`src/rtl/wishbone_to_axi4_master_pkg.sv`:
```
// Shared definitions for the Wishbone <-> AXI4 bridges: FSM states, AXI response and burst codes.
package wb_axi_pkg;

  typedef enum logic [2:0] {
    StIdle,
    StWrReq,
    StWrResp,
    StRdReq,
    StRdResp,
    StDone
  } bridge_state_e;

  localparam logic [1:0] AXI_RESP_OKAY   = 2'b00;
  localparam logic [1:0] AXI_RESP_EXOKAY = 2'b01;
  localparam logic [1:0] AXI_RESP_SLVERR = 2'b10;
  localparam logic [1:0] AXI_RESP_DECERR = 2'b11;

  localparam logic [1:0] AXI_BURST_INCR = 2'b01;

  // AxSIZE encoding for a full-width beat of the given byte count.
  function automatic logic [2:0] axi_size(input int unsigned bytes);
    logic [2:0] sz;
    sz = 3'd0;
    for (int i = 0; i < 8; i++) begin
      if ((32'd1 << i) == bytes) sz = 3'(i);
    end
    return sz;
  endfunction

endpackage

```
`src/rtl/wishbone_to_axi4_master_if.sv`:
```
// Wishbone classic slave side plus AXI4 master side of the bridge, bundled as one interface.
interface wishbone_to_axi4_master_if #(
  parameter int unsigned ADDR_WIDTH = 32,
  parameter int unsigned DATA_WIDTH = 32,
  parameter int unsigned ID_WIDTH   = 4
);
  logic                      WB_CYC;
  logic                      WB_STB;
  logic                      WB_WE;
  logic [ADDR_WIDTH-1:0]     WB_ADDR;
  logic [DATA_WIDTH-1:0]     WB_WDATA;
  logic [DATA_WIDTH/8-1:0]   WB_SEL;
  logic [DATA_WIDTH-1:0]     WB_RDATA;
  logic                      WB_ACK;
  logic                      WB_ERR;

  logic [ID_WIDTH-1:0]       M_AXI_AWID;
  logic [ADDR_WIDTH-1:0]     M_AXI_AWADDR;
  logic [7:0]                M_AXI_AWLEN;
  logic [2:0]                M_AXI_AWSIZE;
  logic [1:0]                M_AXI_AWBURST;
  logic                      M_AXI_AWVALID;
  logic                      M_AXI_AWREADY;
  logic [DATA_WIDTH-1:0]     M_AXI_WDATA;
  logic [DATA_WIDTH/8-1:0]   M_AXI_WSTRB;
  logic                      M_AXI_WLAST;
  logic                      M_AXI_WVALID;
  logic                      M_AXI_WREADY;
  logic [ID_WIDTH-1:0]       M_AXI_BID;
  logic [1:0]                M_AXI_BRESP;
  logic                      M_AXI_BVALID;
  logic                      M_AXI_BREADY;

  logic [ID_WIDTH-1:0]       M_AXI_ARID;
  logic [ADDR_WIDTH-1:0]     M_AXI_ARADDR;
  logic [7:0]                M_AXI_ARLEN;
  logic [2:0]                M_AXI_ARSIZE;
  logic [1:0]                M_AXI_ARBURST;
  logic                      M_AXI_ARVALID;
  logic                      M_AXI_ARREADY;
  logic [ID_WIDTH-1:0]       M_AXI_RID;
  logic [DATA_WIDTH-1:0]     M_AXI_RDATA;
  logic [1:0]                M_AXI_RRESP;
  logic                      M_AXI_RLAST;
  logic                      M_AXI_RVALID;
  logic                      M_AXI_RREADY;

  // Bridge view: Wishbone slave, AXI4 master.
  modport master (
    input  WB_CYC, WB_STB, WB_WE, WB_ADDR, WB_WDATA, WB_SEL,
    output WB_RDATA, WB_ACK, WB_ERR,
    output M_AXI_AWID, M_AXI_AWADDR, M_AXI_AWLEN, M_AXI_AWSIZE, M_AXI_AWBURST, M_AXI_AWVALID,
    input  M_AXI_AWREADY,
    output M_AXI_WDATA, M_AXI_WSTRB, M_AXI_WLAST, M_AXI_WVALID,
    input  M_AXI_WREADY,
    input  M_AXI_BID, M_AXI_BRESP, M_AXI_BVALID,
    output M_AXI_BREADY,
    output M_AXI_ARID, M_AXI_ARADDR, M_AXI_ARLEN, M_AXI_ARSIZE, M_AXI_ARBURST, M_AXI_ARVALID,
    input  M_AXI_ARREADY,
    input  M_AXI_RID, M_AXI_RDATA, M_AXI_RRESP, M_AXI_RLAST, M_AXI_RVALID,
    output M_AXI_RREADY
  );

  // Environment view: Wishbone initiator, AXI4 slave.
  modport slave (
    output WB_CYC, WB_STB, WB_WE, WB_ADDR, WB_WDATA, WB_SEL,
    input  WB_RDATA, WB_ACK, WB_ERR,
    input  M_AXI_AWID, M_AXI_AWADDR, M_AXI_AWLEN, M_AXI_AWSIZE, M_AXI_AWBURST, M_AXI_AWVALID,
    output M_AXI_AWREADY,
    input  M_AXI_WDATA, M_AXI_WSTRB, M_AXI_WLAST, M_AXI_WVALID,
    output M_AXI_WREADY,
    output M_AXI_BID, M_AXI_BRESP, M_AXI_BVALID,
    input  M_AXI_BREADY,
    input  M_AXI_ARID, M_AXI_ARADDR, M_AXI_ARLEN, M_AXI_ARSIZE, M_AXI_ARBURST, M_AXI_ARVALID,
    output M_AXI_ARREADY,
    output M_AXI_RID, M_AXI_RDATA, M_AXI_RRESP, M_AXI_RLAST, M_AXI_RVALID,
    input  M_AXI_RREADY
  );

endinterface

```
`src/rtl/wishbone_to_axi4_master.sv`:
```
// Wishbone classic slave to single-beat AXI4 master bridge, one transaction outstanding.
module wishbone_to_axi4_master
  import wb_axi_pkg::*;
#(
  parameter int unsigned ADDR_WIDTH = 32,
  parameter int unsigned DATA_WIDTH = 32,
  parameter int unsigned ID_WIDTH   = 4,
  parameter int unsigned AXI_ID     = 0
) (
  input  logic                      clk,
  input  logic                      rst_n,
  wishbone_to_axi4_master_if.master bus
);

  localparam int unsigned STRB_WIDTH = DATA_WIDTH / 8;

  if (DATA_WIDTH != 32 && DATA_WIDTH != 64) begin : g_bad_width
    $error("DATA_WIDTH must be 32 or 64");
  end

  bridge_state_e state_q, state_d;

  logic [ADDR_WIDTH-1:0] addr_q, addr_d;
  logic [DATA_WIDTH-1:0] wdata_q, wdata_d;
  logic [STRB_WIDTH-1:0] sel_q, sel_d;
  logic [DATA_WIDTH-1:0] rdata_q, rdata_d;
  logic                  awvalid_q, awvalid_d;
  logic                  wvalid_q, wvalid_d;
  logic                  arvalid_q, arvalid_d;
  logic                  err_q, err_d;
  logic                  abort_q, abort_d;

  always_ff @(posedge clk or negedge rst_n) begin
    if (!rst_n) begin
      state_q   <= StIdle;
      addr_q    <= '0;
      wdata_q   <= '0;
      sel_q     <= '0;
      rdata_q   <= '0;
      awvalid_q <= 1'b0;
      wvalid_q  <= 1'b0;
      arvalid_q <= 1'b0;
      err_q     <= 1'b0;
      abort_q   <= 1'b0;
    end else begin
      state_q   <= state_d;
      addr_q    <= addr_d;
      wdata_q   <= wdata_d;
      sel_q     <= sel_d;
      rdata_q   <= rdata_d;
      awvalid_q <= awvalid_d;
      wvalid_q  <= wvalid_d;
      arvalid_q <= arvalid_d;
      err_q     <= err_d;
      abort_q   <= abort_d;
    end
  end

  always_comb begin
    state_d   = state_q;
    addr_d    = addr_q;
    wdata_d   = wdata_q;
    sel_d     = sel_q;
    rdata_d   = rdata_q;
    awvalid_d = awvalid_q;
    wvalid_d  = wvalid_q;
    arvalid_d = arvalid_q;
    err_d     = err_q;
    abort_d   = abort_q;

    // The AXI side always runs to completion; a dropped cycle only suppresses the WB reply.
    if (state_q != StIdle && !bus.WB_CYC) abort_d = 1'b1;

    unique case (state_q)
      StIdle: begin
        abort_d = 1'b0;
        if (bus.WB_CYC && bus.WB_STB) begin
          addr_d  = bus.WB_ADDR;
          wdata_d = bus.WB_WDATA;
          sel_d   = bus.WB_SEL;
          err_d   = 1'b0;
          if (bus.WB_WE) begin
            awvalid_d = 1'b1;
            wvalid_d  = 1'b1;
            state_d   = StWrReq;
          end else begin
            arvalid_d = 1'b1;
            state_d   = StRdReq;
          end
        end
      end
      StWrReq: begin
        // A cleared valid flag doubles as the "channel done" marker.
        if (awvalid_q && bus.M_AXI_AWREADY) awvalid_d = 1'b0;
        if (wvalid_q && bus.M_AXI_WREADY) wvalid_d = 1'b0;
        if (!awvalid_d && !wvalid_d) state_d = StWrResp;
      end
      StWrResp: begin
        if (bus.M_AXI_BVALID) begin
          err_d   = bus.M_AXI_BRESP[1];
          state_d = StDone;
        end
      end
      StRdReq: begin
        if (bus.M_AXI_ARREADY) begin
          arvalid_d = 1'b0;
          state_d   = StRdResp;
        end
      end
      StRdResp: begin
        if (bus.M_AXI_RVALID) begin
          rdata_d = bus.M_AXI_RDATA;
          err_d   = bus.M_AXI_RRESP[1];
          state_d = StDone;
        end
      end
      StDone: begin
        state_d = StIdle;
      end
      default: begin
        state_d = StIdle;
      end
    endcase
  end

  assign bus.WB_RDATA = rdata_q;
  assign bus.WB_ACK   = (state_q == StDone) && !err_q && !abort_q;
  assign bus.WB_ERR   = (state_q == StDone) && err_q && !abort_q;

  assign bus.M_AXI_AWID    = ID_WIDTH'(AXI_ID);
  assign bus.M_AXI_AWADDR  = addr_q;
  assign bus.M_AXI_AWLEN   = 8'd0;
  assign bus.M_AXI_AWSIZE  = axi_size(STRB_WIDTH);
  assign bus.M_AXI_AWBURST = AXI_BURST_INCR;
  assign bus.M_AXI_AWVALID = awvalid_q;
  assign bus.M_AXI_WDATA   = wdata_q;
  assign bus.M_AXI_WSTRB   = sel_q;
  assign bus.M_AXI_WLAST   = 1'b1;
  assign bus.M_AXI_WVALID  = wvalid_q;
  assign bus.M_AXI_BREADY  = (state_q == StWrResp);

  assign bus.M_AXI_ARID    = ID_WIDTH'(AXI_ID);
  assign bus.M_AXI_ARADDR  = addr_q;
  assign bus.M_AXI_ARLEN   = 8'd0;
  assign bus.M_AXI_ARSIZE  = axi_size(STRB_WIDTH);
  assign bus.M_AXI_ARBURST = AXI_BURST_INCR;
  assign bus.M_AXI_ARVALID = arvalid_q;
  assign bus.M_AXI_RREADY  = (state_q == StRdResp);

  logic unused_inputs;
  assign unused_inputs = ^{bus.M_AXI_BID, bus.M_AXI_RID, bus.M_AXI_RLAST,
                           bus.M_AXI_BRESP[0], bus.M_AXI_RRESP[0]};

endmodule

```
`src/flat_wrapper.sv`:
```
// flat-port wrapper written by rule: the top's interface ports become plain ports
module wishbone_to_axi4_master_flat import wb_axi_pkg::*;
#(
  parameter int unsigned ADDR_WIDTH = 32,
  parameter int unsigned DATA_WIDTH = 32,
  parameter int unsigned ID_WIDTH   = 4,
  parameter int unsigned AXI_ID     = 0
)
  (clk, rst_n, bus_WB_CYC, bus_WB_STB, bus_WB_WE, bus_WB_ADDR, bus_WB_WDATA, bus_WB_SEL, bus_WB_RDATA, bus_WB_ACK, bus_WB_ERR, bus_M_AXI_AWID, bus_M_AXI_AWADDR, bus_M_AXI_AWLEN, bus_M_AXI_AWSIZE, bus_M_AXI_AWBURST, bus_M_AXI_AWVALID, bus_M_AXI_AWREADY, bus_M_AXI_WDATA, bus_M_AXI_WSTRB, bus_M_AXI_WLAST, bus_M_AXI_WVALID, bus_M_AXI_WREADY, bus_M_AXI_BID, bus_M_AXI_BRESP, bus_M_AXI_BVALID, bus_M_AXI_BREADY, bus_M_AXI_ARID, bus_M_AXI_ARADDR, bus_M_AXI_ARLEN, bus_M_AXI_ARSIZE, bus_M_AXI_ARBURST, bus_M_AXI_ARVALID, bus_M_AXI_ARREADY, bus_M_AXI_RID, bus_M_AXI_RDATA, bus_M_AXI_RRESP, bus_M_AXI_RLAST, bus_M_AXI_RVALID, bus_M_AXI_RREADY);
  wishbone_to_axi4_master_if #(.ADDR_WIDTH(ADDR_WIDTH), .DATA_WIDTH(DATA_WIDTH), .ID_WIDTH(ID_WIDTH)) bus_i ();
  input  logic clk;
  input  logic rst_n;
  input wire logic [$bits(bus_i.WB_CYC)-1:0] bus_WB_CYC;
  input wire logic [$bits(bus_i.WB_STB)-1:0] bus_WB_STB;
  input wire logic [$bits(bus_i.WB_WE)-1:0] bus_WB_WE;
  input wire logic [$bits(bus_i.WB_ADDR)-1:0] bus_WB_ADDR;
  input wire logic [$bits(bus_i.WB_WDATA)-1:0] bus_WB_WDATA;
  input wire logic [$bits(bus_i.WB_SEL)-1:0] bus_WB_SEL;
  output wire logic [$bits(bus_i.WB_RDATA)-1:0] bus_WB_RDATA;
  output wire logic [$bits(bus_i.WB_ACK)-1:0] bus_WB_ACK;
  output wire logic [$bits(bus_i.WB_ERR)-1:0] bus_WB_ERR;
  output wire logic [$bits(bus_i.M_AXI_AWID)-1:0] bus_M_AXI_AWID;
  output wire logic [$bits(bus_i.M_AXI_AWADDR)-1:0] bus_M_AXI_AWADDR;
  output wire logic [$bits(bus_i.M_AXI_AWLEN)-1:0] bus_M_AXI_AWLEN;
  output wire logic [$bits(bus_i.M_AXI_AWSIZE)-1:0] bus_M_AXI_AWSIZE;
  output wire logic [$bits(bus_i.M_AXI_AWBURST)-1:0] bus_M_AXI_AWBURST;
  output wire logic [$bits(bus_i.M_AXI_AWVALID)-1:0] bus_M_AXI_AWVALID;
  input wire logic [$bits(bus_i.M_AXI_AWREADY)-1:0] bus_M_AXI_AWREADY;
  output wire logic [$bits(bus_i.M_AXI_WDATA)-1:0] bus_M_AXI_WDATA;
  output wire logic [$bits(bus_i.M_AXI_WSTRB)-1:0] bus_M_AXI_WSTRB;
  output wire logic [$bits(bus_i.M_AXI_WLAST)-1:0] bus_M_AXI_WLAST;
  output wire logic [$bits(bus_i.M_AXI_WVALID)-1:0] bus_M_AXI_WVALID;
  input wire logic [$bits(bus_i.M_AXI_WREADY)-1:0] bus_M_AXI_WREADY;
  input wire logic [$bits(bus_i.M_AXI_BID)-1:0] bus_M_AXI_BID;
  input wire logic [$bits(bus_i.M_AXI_BRESP)-1:0] bus_M_AXI_BRESP;
  input wire logic [$bits(bus_i.M_AXI_BVALID)-1:0] bus_M_AXI_BVALID;
  output wire logic [$bits(bus_i.M_AXI_BREADY)-1:0] bus_M_AXI_BREADY;
  output wire logic [$bits(bus_i.M_AXI_ARID)-1:0] bus_M_AXI_ARID;
  output wire logic [$bits(bus_i.M_AXI_ARADDR)-1:0] bus_M_AXI_ARADDR;
  output wire logic [$bits(bus_i.M_AXI_ARLEN)-1:0] bus_M_AXI_ARLEN;
  output wire logic [$bits(bus_i.M_AXI_ARSIZE)-1:0] bus_M_AXI_ARSIZE;
  output wire logic [$bits(bus_i.M_AXI_ARBURST)-1:0] bus_M_AXI_ARBURST;
  output wire logic [$bits(bus_i.M_AXI_ARVALID)-1:0] bus_M_AXI_ARVALID;
  input wire logic [$bits(bus_i.M_AXI_ARREADY)-1:0] bus_M_AXI_ARREADY;
  input wire logic [$bits(bus_i.M_AXI_RID)-1:0] bus_M_AXI_RID;
  input wire logic [$bits(bus_i.M_AXI_RDATA)-1:0] bus_M_AXI_RDATA;
  input wire logic [$bits(bus_i.M_AXI_RRESP)-1:0] bus_M_AXI_RRESP;
  input wire logic [$bits(bus_i.M_AXI_RLAST)-1:0] bus_M_AXI_RLAST;
  input wire logic [$bits(bus_i.M_AXI_RVALID)-1:0] bus_M_AXI_RVALID;
  output wire logic [$bits(bus_i.M_AXI_RREADY)-1:0] bus_M_AXI_RREADY;
  assign bus_i.WB_CYC = bus_WB_CYC;
  assign bus_i.WB_STB = bus_WB_STB;
  assign bus_i.WB_WE = bus_WB_WE;
  assign bus_i.WB_ADDR = bus_WB_ADDR;
  assign bus_i.WB_WDATA = bus_WB_WDATA;
  assign bus_i.WB_SEL = bus_WB_SEL;
  assign bus_WB_RDATA = bus_i.WB_RDATA;
  assign bus_WB_ACK = bus_i.WB_ACK;
  assign bus_WB_ERR = bus_i.WB_ERR;
  assign bus_M_AXI_AWID = bus_i.M_AXI_AWID;
  assign bus_M_AXI_AWADDR = bus_i.M_AXI_AWADDR;
  assign bus_M_AXI_AWLEN = bus_i.M_AXI_AWLEN;
  assign bus_M_AXI_AWSIZE = bus_i.M_AXI_AWSIZE;
  assign bus_M_AXI_AWBURST = bus_i.M_AXI_AWBURST;
  assign bus_M_AXI_AWVALID = bus_i.M_AXI_AWVALID;
  assign bus_i.M_AXI_AWREADY = bus_M_AXI_AWREADY;
  assign bus_M_AXI_WDATA = bus_i.M_AXI_WDATA;
  assign bus_M_AXI_WSTRB = bus_i.M_AXI_WSTRB;
  assign bus_M_AXI_WLAST = bus_i.M_AXI_WLAST;
  assign bus_M_AXI_WVALID = bus_i.M_AXI_WVALID;
  assign bus_i.M_AXI_WREADY = bus_M_AXI_WREADY;
  assign bus_i.M_AXI_BID = bus_M_AXI_BID;
  assign bus_i.M_AXI_BRESP = bus_M_AXI_BRESP;
  assign bus_i.M_AXI_BVALID = bus_M_AXI_BVALID;
  assign bus_M_AXI_BREADY = bus_i.M_AXI_BREADY;
  assign bus_M_AXI_ARID = bus_i.M_AXI_ARID;
  assign bus_M_AXI_ARADDR = bus_i.M_AXI_ARADDR;
  assign bus_M_AXI_ARLEN = bus_i.M_AXI_ARLEN;
  assign bus_M_AXI_ARSIZE = bus_i.M_AXI_ARSIZE;
  assign bus_M_AXI_ARBURST = bus_i.M_AXI_ARBURST;
  assign bus_M_AXI_ARVALID = bus_i.M_AXI_ARVALID;
  assign bus_i.M_AXI_ARREADY = bus_M_AXI_ARREADY;
  assign bus_i.M_AXI_RID = bus_M_AXI_RID;
  assign bus_i.M_AXI_RDATA = bus_M_AXI_RDATA;
  assign bus_i.M_AXI_RRESP = bus_M_AXI_RRESP;
  assign bus_i.M_AXI_RLAST = bus_M_AXI_RLAST;
  assign bus_i.M_AXI_RVALID = bus_M_AXI_RVALID;
  assign bus_M_AXI_RREADY = bus_i.M_AXI_RREADY;
  wishbone_to_axi4_master #(.ADDR_WIDTH(ADDR_WIDTH), .DATA_WIDTH(DATA_WIDTH), .ID_WIDTH(ID_WIDTH), .AXI_ID(AXI_ID)) u_core (.clk(clk), .rst_n(rst_n), .bus(bus_i));
endmodule
```
`config.mk`:
```
export PLATFORM = sky130hd
export DESIGN_NAME = wishbone_to_axi4_master_flat
export DESIGN_NICKNAME = d
export VERILOG_FILES = /design/src/rtl/wishbone_to_axi4_master_pkg.sv /design/src/rtl/wishbone_to_axi4_master_if.sv /design/src/rtl/wishbone_to_axi4_master.sv /design/src/flat_wrapper.sv
export SDC_FILE = /design/constraint.sdc
export NUM_CORES = 1
export LEC_CHECK = 0
export CAP_MARGIN = 10
export CORE_MARGIN = 1.5
export CORE_UTILIZATION = 34
export CTS_CLUSTER_DIAMETER = 40
export DETAILED_ROUTE_END_ITERATION = 8
export PLACE_DENSITY = 0.78
export SYNTH_ARGS = -nofsm -noshare
export SYNTH_HDL_FRONTEND = slang
export SYNTH_SLANG_ARGS = --single-unit
```
`constraint.sdc`:
```
create_clock -name clk -period 1.69 [get_ports clk]
set_input_delay 0.169 -clock clk [delete_from_list [all_inputs] [get_ports clk]]
set_output_delay 0.169 -clock clk [all_outputs]
set_load 0.01 [all_outputs]
```
## Word level (Yosys, flattened, before mapping)

Cells that the tools add are included.

- Shift operators: 0
- Reduce and logical (&&, ||, !) cells: 26
- Div/mod/pow operators: 0
- Mux-type cells: 25
- Magnitude comparators: 0
- Equal/unequal tests: 12
- Bitwise gates (word level): 0
- Multipliers: 0
- $add $sub $neg: 0

Operators by type and width:

| operator | count |
|---|---|
| $mux 3 | 5 |
| $pmux 3 s5 | 1 |
| $mux 1 | 14 |
| $ne 2x2->1 const B | 5 |
| $logic_and 1x1->1 | 9 |
| $reduce_and 4->1 | 2 |
| $eq 3x2->1 const B | 2 |
| $eq 3x3->1 const B | 2 |
| $pmux 1 s2 | 3 |
| $reduce_bool 2->1 | 3 |
| $reduce_bool 3->1 | 2 |
| $logic_not 1->1 | 5 |
| $reduce_and 5->1 | 1 |
| $ne 2x1->1 const B | 2 |
| $reduce_and 2->1 | 2 |
| $eq 3x1->1 const B | 1 |
| $logic_not 3->1 | 1 |
| $pmux 1 s3 | 1 |
| $reduce_and 3->1 | 1 |
| $mux 2 | 1 |

- Register bits: 108
- Bits in read-only memories: 0
- Memories kept: 0
- Bits in latches: 0
- Memory bits (writable): 0
- Input port bits: 123

## Logic depth before layout (Yosys ltp)

Gate-level depths: netlist (run 1).

- Depth after elaboration: 7
- Gate-level depth with buffers: 6

## Least setup slack after synthesis (run 1)

OpenSTA, ideal clock, no wires.

- Path type: flip-flop to flip-flop
- From: reg u_core.state_q[1]
- To: reg u_core.addr_q[10] (netlist: u_core.bus.M_AXI_ARADDR[10])
- Data arrival time: 1.533 ns
- Path slack: 0.032 ns
- Clock period less this slack: 1.658 ns
- Cell stages (with the launch flop): 7
- Setup time: 0.125 ns
- Cells stage by stage: dfrtp_1 > and4bb_2 > nor2b_4 > buf_6 > buf_6 > buf_8 > mux2_4

- Cells in the longest elaborated chain, start to end: 2

Ends and longest elaborated chain:

| element | line | RTL |
|---|---|---|
| start: declaration | wishbone_to_axi4_master.sv:21 | `bridge_state_e state_q, state_d;` |
| start signal: assignment | wishbone_to_axi4_master.sv:35 | `state_q <= StIdle;` |
| start signal: assignment | wishbone_to_axi4_master.sv:46 | `state_q <= state_d;` |
| $logic_not 3->1 | wishbone_to_axi4_master.sv:74 | `unique case (state_q)` |
| $reduce_and 2->1 (no source line) | - |  |
| end signal: assignment | wishbone_to_axi4_master.sv:47 | `addr_q <= addr_d;` |
| end: declaration | wishbone_to_axi4_master.sv:23 | `logic [ADDR_WIDTH-1:0] addr_q, addr_d;` |

No other way between the ends.
A chain may end at the register's enable or synchronous reset.

## Worst setup path after layout (run 1)

- From: reg u_core.state_q[1]
- To: reg u_core.wdata_q[5] (netlist: u_core.bus.M_AXI_WDATA[5])

- Cells in the longest elaborated chain, start to end: 2

Ends and longest elaborated chain:

| element | line | RTL |
|---|---|---|
| $logic_not 3->1 | wishbone_to_axi4_master.sv:74 |  |
| $reduce_and 2->1 (no source line) | - |  |
| end signal: assignment | wishbone_to_axi4_master.sv:48 | `wdata_q <= wdata_d;` |
| end: declaration | wishbone_to_axi4_master.sv:24 | `logic [DATA_WIDTH-1:0] wdata_q, wdata_d;` |

No other way between the ends.

==> results.md, run 1 <==
* Initial antenna violation count at 0
* Fillers at 1118
* Pleak at 3.28 nW
* Final Cycle Share at 99.3%
* Die H at 122 um
* Sequential element share of the synthesized area at 56.3%
* Root Buffer: clkbuf_16
* Routed wire length at 12100 um
* Setup crit start kind: register
* Synth Area in Compound Gates at 2.03%
* Total I/O pin count at 297
* Final core utilization at 55.8%
* Multiplexer area fraction after synthesis at 25.2%
* Synthesis-stage register bit count at 108
* Final nets at 704
* Top post-synthesis cells by count: dfrtp_1 (108), mux2_2 (80), buf_4 (67), mux2_4 (20), buf_2 (7)
* Crit-path max FO at 15
* Sequential share of power at 34.4%
* HP Class: in -> async
* Final setup viols at 0
* Post-synth top area share at 56.3%
* Drt first pass iters at 4
* Worst path required time at 1930 ps
* Largest area contributor in the netlist: dfrtp_1
* Grt ovf at 0
* R2R cell count at 5
* Final Max Slew Viols at 0
* TritonCTS clock tree: done
* Synth Area in Adders at 0%
* Port bufs at 250
* H-Tree Level Count at 3
* Max VDD drop at 1.09 mV
* Status: complete, no violations
* Layout cell share with drive strength beyond 1 at 26.6%
* Top_reg_cell synth: dfrtp_1
* Detailed placement HPWL at 8920 um
* Diode count at 0
* CP Class: reg -> reg
* Synth warn at 0
* Vias in the first global route at 3502
* Setup crit end kind: register
* First-pass GRT wire length at 18100 um
* Routed via count at 3419
* Gr usage total at 15.8%
* P per Cell Area at 1810 nW/um2
* Mean area per synthesized cell at 14.2 um2
* Syn Inst Count at 337
* Wire per inst at 15.8 um
* Initial core utilization at 34.7%
* Clock Sinks at 108
* Synth unique cells at 31
* Largest net degree at the start of global routing at 109
* Synth Area in Simple Gates at 3.31%
* P_sw at 0.00436 W
* Maximum clock insertion buffer count at 2
* DR DRC count at 0
* Part of the power in the clock network at 14.5%
* Int Power at 0.00959 W
* Routed Antenna Nets at 0
* Logic pwr share at 51.1%
* Cell Rows at 43
* DR vias/cell at 4.46
* RD Place Congestion at 0.795
* Hold Slack at 418 ps
* R2r endpoint: u_core.bus.M_AXI_WDATA[5]
* Sw frac at 31.2%
* Count leader, synth: dfrtp_1
* Worst Tran Pin Value at 602 ps
* Reg clk slew, reported paths at 80 ps
* Max Fclk at 596 MHz
* Max Cap Viol at 0
* Fin crit period at 1680 ps
* Combinational family with the most area after synthesis: multiplexers
* Worst slew margin at 59.9%
* Die Width at 122 um
* Synth top area cells: dfrtp_1 (56%), mux2_2 (19%), buf_4 (10%)
* Crit path arrival time at 1920 ps
* Skew-Pair Late Insertion Delay at 360 ps
* CTS Buf Count at 9
* Clk_skew at 10.9 ps
* Xor/xnor share of the synthesized area at 0%
* Reg2reg start: u_core.state_q[1]
* RSZ-0062 raised after global routing: yes
* Area growth, synth to finish at 60.8%
* Die footprint at 14800 um2
* Number of synthesized flops with an enable pin at 0
* Initial DRC Count at 81
* Hold Vio Cnt, Final at 0
* Worst reg-to-reg setup slack at 10 ps
* Async S/R FF share, synth at 100%
* Post-Syn Area at 4800 um2
* Core area at 13800 um2
[cell type report]
class | instances | area (um2) | share of cell area [%]
multi-input cells | 176 | 1630 | 21.2
clock inverters | 7 | 60.1 | 0.778
well taps | 180 | 225 | 2.92
flip-flops and latches | 108 | 2700 | 35.0
clock buffers | 9 | 225 | 2.92
repair buffers | 282 | 2860 | 37.0
inverters | 4 | 15.0 | 0.195
[cells by family after synthesis]
family,after synthesis
AOI/OAI and AO/OA,15
buffers and inverters,86
DFF,108
muxes,101
other,2
and+or+nand+nor,25
[state kept, by name (all words and copies together), names as in the netlist]
name,flops
u_core.bus.M_AXI_ARADDR,32
u_core.bus.M_AXI_WVALID,1
u_core.state_q,3
u_core.err_q,1
u_core.bus.M_AXI_WDATA,32
u_core.abort_q,1
u_core.bus.M_AXI_ARVALID,1
u_core.bus.M_AXI_WSTRB,4
u_core.bus.M_AXI_AWVALID,1
u_core.bus.WB_RDATA,32
[power by group through the flow]
stage / Sequential, W / Clock (W) / Combinational [W]
final: 0.00479 / 0.00202 / 0.00713
after global routing: 0.00498 / 0.00218 / 0.00763
after CTS: 0.00481 / 0.00211 / 0.00703
after detailed placement: 0.00484 / 0 / 0.00698
after global placement: 0.00474 / 0 / 0.00688
after floorplan: 0.00525 / 0 / 0.00285
[metal layers]
metal	global-route usage, %	vias to the layer above	wire (um)
li1	-	1537	-
met1	17.3	1684	4450
met2	27.8	182	6410
met3	5.85	16	1030
met4	5.88	0	225
met5	0	-	0
[what timing repair did]
| action | 4_1_cts | 5_1_grt |
|---|---|---|
| pin swaps | 1 | 1 |
| endpoints found under the setup margin | 57 | 74 |
| hold endpoints to repair | 108 | 0 |
| hold buffers | 1 | 0 |
| setup buffers | 4 | 4 |
| resized for setup | 8 | 11 |
| gates cloned | 0 | 3 |
[metrics by stage]
step	instance area [um2]	setup WS (ps)	std cells	total power (W)	setup TNS, ps
detailed placement	7260	-239	738	0.0118	-15540
global placement	7260	-194	738	0.0116	-12730
finish	7720	11.1	766	0.0140	0
global route	7720	-40.7	766	0.0148	-1530
floorplan	4920	31.5	370	0.00810	0
CTS	7580	2.01	759	0.0139	0
[how the worst max path moves through the flow]
stage                       from                     endpoint  slack [ps]  cells past startpoint
3_3_place_gp          bus_WB_STB   u_core.bus.M_AXI_WDATA[18]        -190                      6
4_1_cts        u_core.state_q[1]   u_core.bus.M_AXI_WDATA[18]           2                      5
6_report       u_core.state_q[1]    u_core.bus.M_AXI_WDATA[5]          10                      5
5_1_grt        u_core.state_q[1]  u_core.bus.M_AXI_ARADDR[15]         -40                      5
3_5_place_dp          bus_WB_CYC   u_core.bus.M_AXI_WDATA[18]        -240                      6
2_1_floorplan  u_core.state_q[1]  u_core.bus.M_AXI_ARADDR[10]          30                      6
[placed cells by master, fill, tap and decap left out, types with 2 or more instances in the layout]
cell,instances
nand4b_1,3
dfrtp_1,107
nand3_1,2
clkinv_4,2
mux2_4,25
buf_12,4
clkinvlp_4,2
nor2b_1,4
buf_4,21
nor2_1,6
a21oi_1,5
inv_8,2
o2bb2ai_1,2
clkbuf_16,12
a31oi_1,2
mux2_2,75
buf_6,4
o21ai_0,2
conb_1,35
inv_1,4
clkdlybuf4s50_1,245
nand2_1,3
[worst max-delay path, stage by stage (launching register included)]
cell and delay (ps):
dfrtp_1 410, and4bb_2 320, nor2b_4 160, buf_12 170, buf_4 190, mux2_4 310
Note: power is estimated with default switching activity, not from simulation.
==> run 2, diff against run 1 <==
--- a/constraint.sdc
+++ b/constraint.sdc
@@ -3,2 +3,2 @@
 set_output_delay 0.169 -clock clk [all_outputs]
-set_load 0.01 [all_outputs]
+set_load 0.1 [all_outputs]
==> run 2 against run 1 <==
  * The flow now finishes with violations (negative setup slack)
  * Highest routed layer unchanged
  * Largest cell class unchanged
  * Clock skew barely moved
  * Sequential share of layout area fell by 2.5 points
  * Via count is 0.56% lower
  * Critical endpoint is now u_core.bus.M_AXI_WDATA[20]
==> results.md, run 2 (synthesis results as in run 1) <==
* Status: complete, but fails checks
* Failing checks: negative setup slack
* First-pass GRT wire length at 18300 um (+1.3%)
* Layout cell share with drive strength beyond 1 at 50.9% (+24 points)
* Skew-Pair Late Insertion Delay at 340 ps (-20 ps)
* Reg clk slew, reported paths at 70 ps (about the same)
* Total I/O pin count at 297 (unchanged)
* CP Class: reg -> reg
* Slowest cell on crit path: dfrtp_1
* FF/Latch Area at 2710 um2 (about the same)
* Commonest non-fill, non-tap cell in the layout: clkdlybuf4s50_1
* Initial core utilization at 34.7% (unchanged)
* Final setup viols at 98 (+98)
* Max Fclk at 571 MHz (-4.2%)
* Core area at 13800 um2 (unchanged)
* Gr usage total at 16.3% (+0.49 points)
* CP startpoint: u_core.state_q[1]
* Most frequent cells in the layout: clkdlybuf4s50_1 (110), dfrtp_1 (105), buf_4 (97)
* CP peak stage delay at 400 ps (about the same)
* Setup crit start kind: register
* Hold Vio Cnt, Final at 0 (unchanged)
* RSZ-0062 raised after global routing: yes
* R2R cell count at 6 (+1)
* Root Buffer: clkbuf_16
* Largest net degree at the start of global routing at 43 (-61%)
* Crit path to: u_core.bus.M_AXI_WDATA[20]
* Crit path depth at 6 (+1)
* Routed wire length at 12700 um (+5.1%)
* Setup crit end kind: register
* Worst reg-to-reg setup slack at -60 ps (-70 ps)
* Max Cap Viol at 0 (unchanged)
* Crit-path max FO at 13 (-2)
* Crit path arrival time at 1980 ps (+60 ps)
* Detailed placement HPWL at 9710 um (+8.8%)
* CP Cell Sequence: buf_6, and4bb_2, nor2b_4, buf_12, buf_12, mux2_2
* Final Cycle Share at 104% (+4.3 points)
* Cell Rows at 43 (unchanged)
* Die footprint at 14800 um2 (unchanged)
* Final nets at 705 (+0.14%)
* CTS Buf Count at 9 (unchanged)
* Diode count at 0 (unchanged)
* Maximum clock insertion buffer count at 2 (unchanged)
* Port bufs at 250 (unchanged)
* Grt ovf at 0 (unchanged)
* Wire per inst at 16.6 um (+5.0%)
* Multi-input logic area at 1810 um2 (+11%)
* Hold Slack at 316 ps (-101 ps)
* Die Width at 122 um (unchanged)
* Clk_skew at 11.2 ps (+0.280 ps)
* TritonCTS clock tree: done
* Worst path required time at 1920 ps (about the same)
* Fillers at 1029 (-8.0%)
* Initial antenna violation count at 0 (unchanged)
* Routed via count at 3400 (-0.56%)
* HP Class: in -> async
* R2r endpoint: u_core.bus.M_AXI_WDATA[20]
* Drt first pass iters at 4 (unchanged)
* Final Max Slew Viols at 0 (unchanged)
* Fin crit period at 1750 ps (+73.2 ps)
* Critical path's top delay family: simple AND/OR/NAND/NOR gates
* H-Tree Level Count at 3 (unchanged)
* Die H at 122 um (unchanged)
* Final core utilization at 60.2% (+4.4 points)
* Area growth, synth to finish at 73.5%
* Initial DRC Count at 97 (+20%)
* RD Place Congestion at 0.832 (+4.6%)
* Most frequent cell on the critical path: buf_12
* DR DRC count at 0 (unchanged)
* Vias in the first global route at 3511 (+0.26%)
* Buf+Inv Stages, Crit Path at 3 (+1)
* DR vias/cell at 4.43 (-0.69%)
* Clock Sinks at 108 (unchanged)
* Routed Antenna Nets at 0 (unchanged)
* Reg2reg start: u_core.state_q[1]
* Final WS setup at -62.1 ps (-73.2 ps)
[run 2: cell count changes in the layout (fill, tap and decap cells not counted), moves of 2 or more]
cell,before,now
buf_4,21,97
clkdlybuf4s50_1,245,110
inv_8,2,0
nor2_4,0,2
nor2_1,6,3
mux2_2,75,40
clkbuf_1,0,2
inv_6,0,2
dfrtp_2,1,3
buf_12,4,65
mux2_4,25,60
clkinv_4,2,0
dfrtp_1,107,105
buf_6,4,7
[run 2: cell type report]
type                            count  area share (%)
Clock buffer                       12            2.96
Clock inverter                      4           0.361
Inverter                            4           0.180
Multi-Input combinational cell    176            21.7
Sequential cell                   108            32.5
Tap cell                          180            2.71
Timing Repair Buffer              283            39.6
[run 2: worst min path at each step]
stage | start | end | slack, ps | cells after the start
floorplan | rst_n | u_core.abort_q | -130 | 0
global placement | rst_n | u_core.bus.WB_RDATA[22] | 120 | 1
detailed placement | rst_n | u_core.bus.WB_RDATA[9] | 130 | 1
CTS | rst_n | u_core.bus.WB_RDATA[9] | 300 | 2
global route | rst_n | u_core.bus.WB_RDATA[9] | 340 | 2
finish | rst_n | u_core.bus.WB_RDATA[9] | 320 | 2
[run 2: metal layers]
layer / global-route usage, % / vias up / wire, um / part of all wire, %
met5: 0 / - / 0 / 0
met4: 6.91 / 0 / 249 / 2.0
met3: 4.07 / 16 / 862 / 6.8
met2: 30.0 / 163 / 7110 / 56
met1: 17.7 / 1677 / 4510 / 35
li1: - / 1544 / - / -
[run 2: through the flow]
stage          area, um2  cells  setup WS, ps  setup TNS, ps
2_1_floorplan       4970    370         -48.8          -48.8
3_3_place_gp        7690    739          -142          -9720
3_5_place_dp        7690    739          -193         -11590
4_1_cts             8060    761         -70.3          -3160
5_1_grt             8330    767          -119          -8790
6_report            8330    767         -62.1          -2800
[run 2: repair_timing]
item                                    CTS  global route
setup buffers                             6             2
pin swaps                                 2             4
hold buffers                              1             0
resized for setup                         9            42
cloned                                    0             4
hold endpoints to repair                 27             0
endpoints found under the setup margin    3           104
Power of run 2 is not shown: default switching activity piles up to over one toggle a cycle in this logic, so the estimate is an artifact.
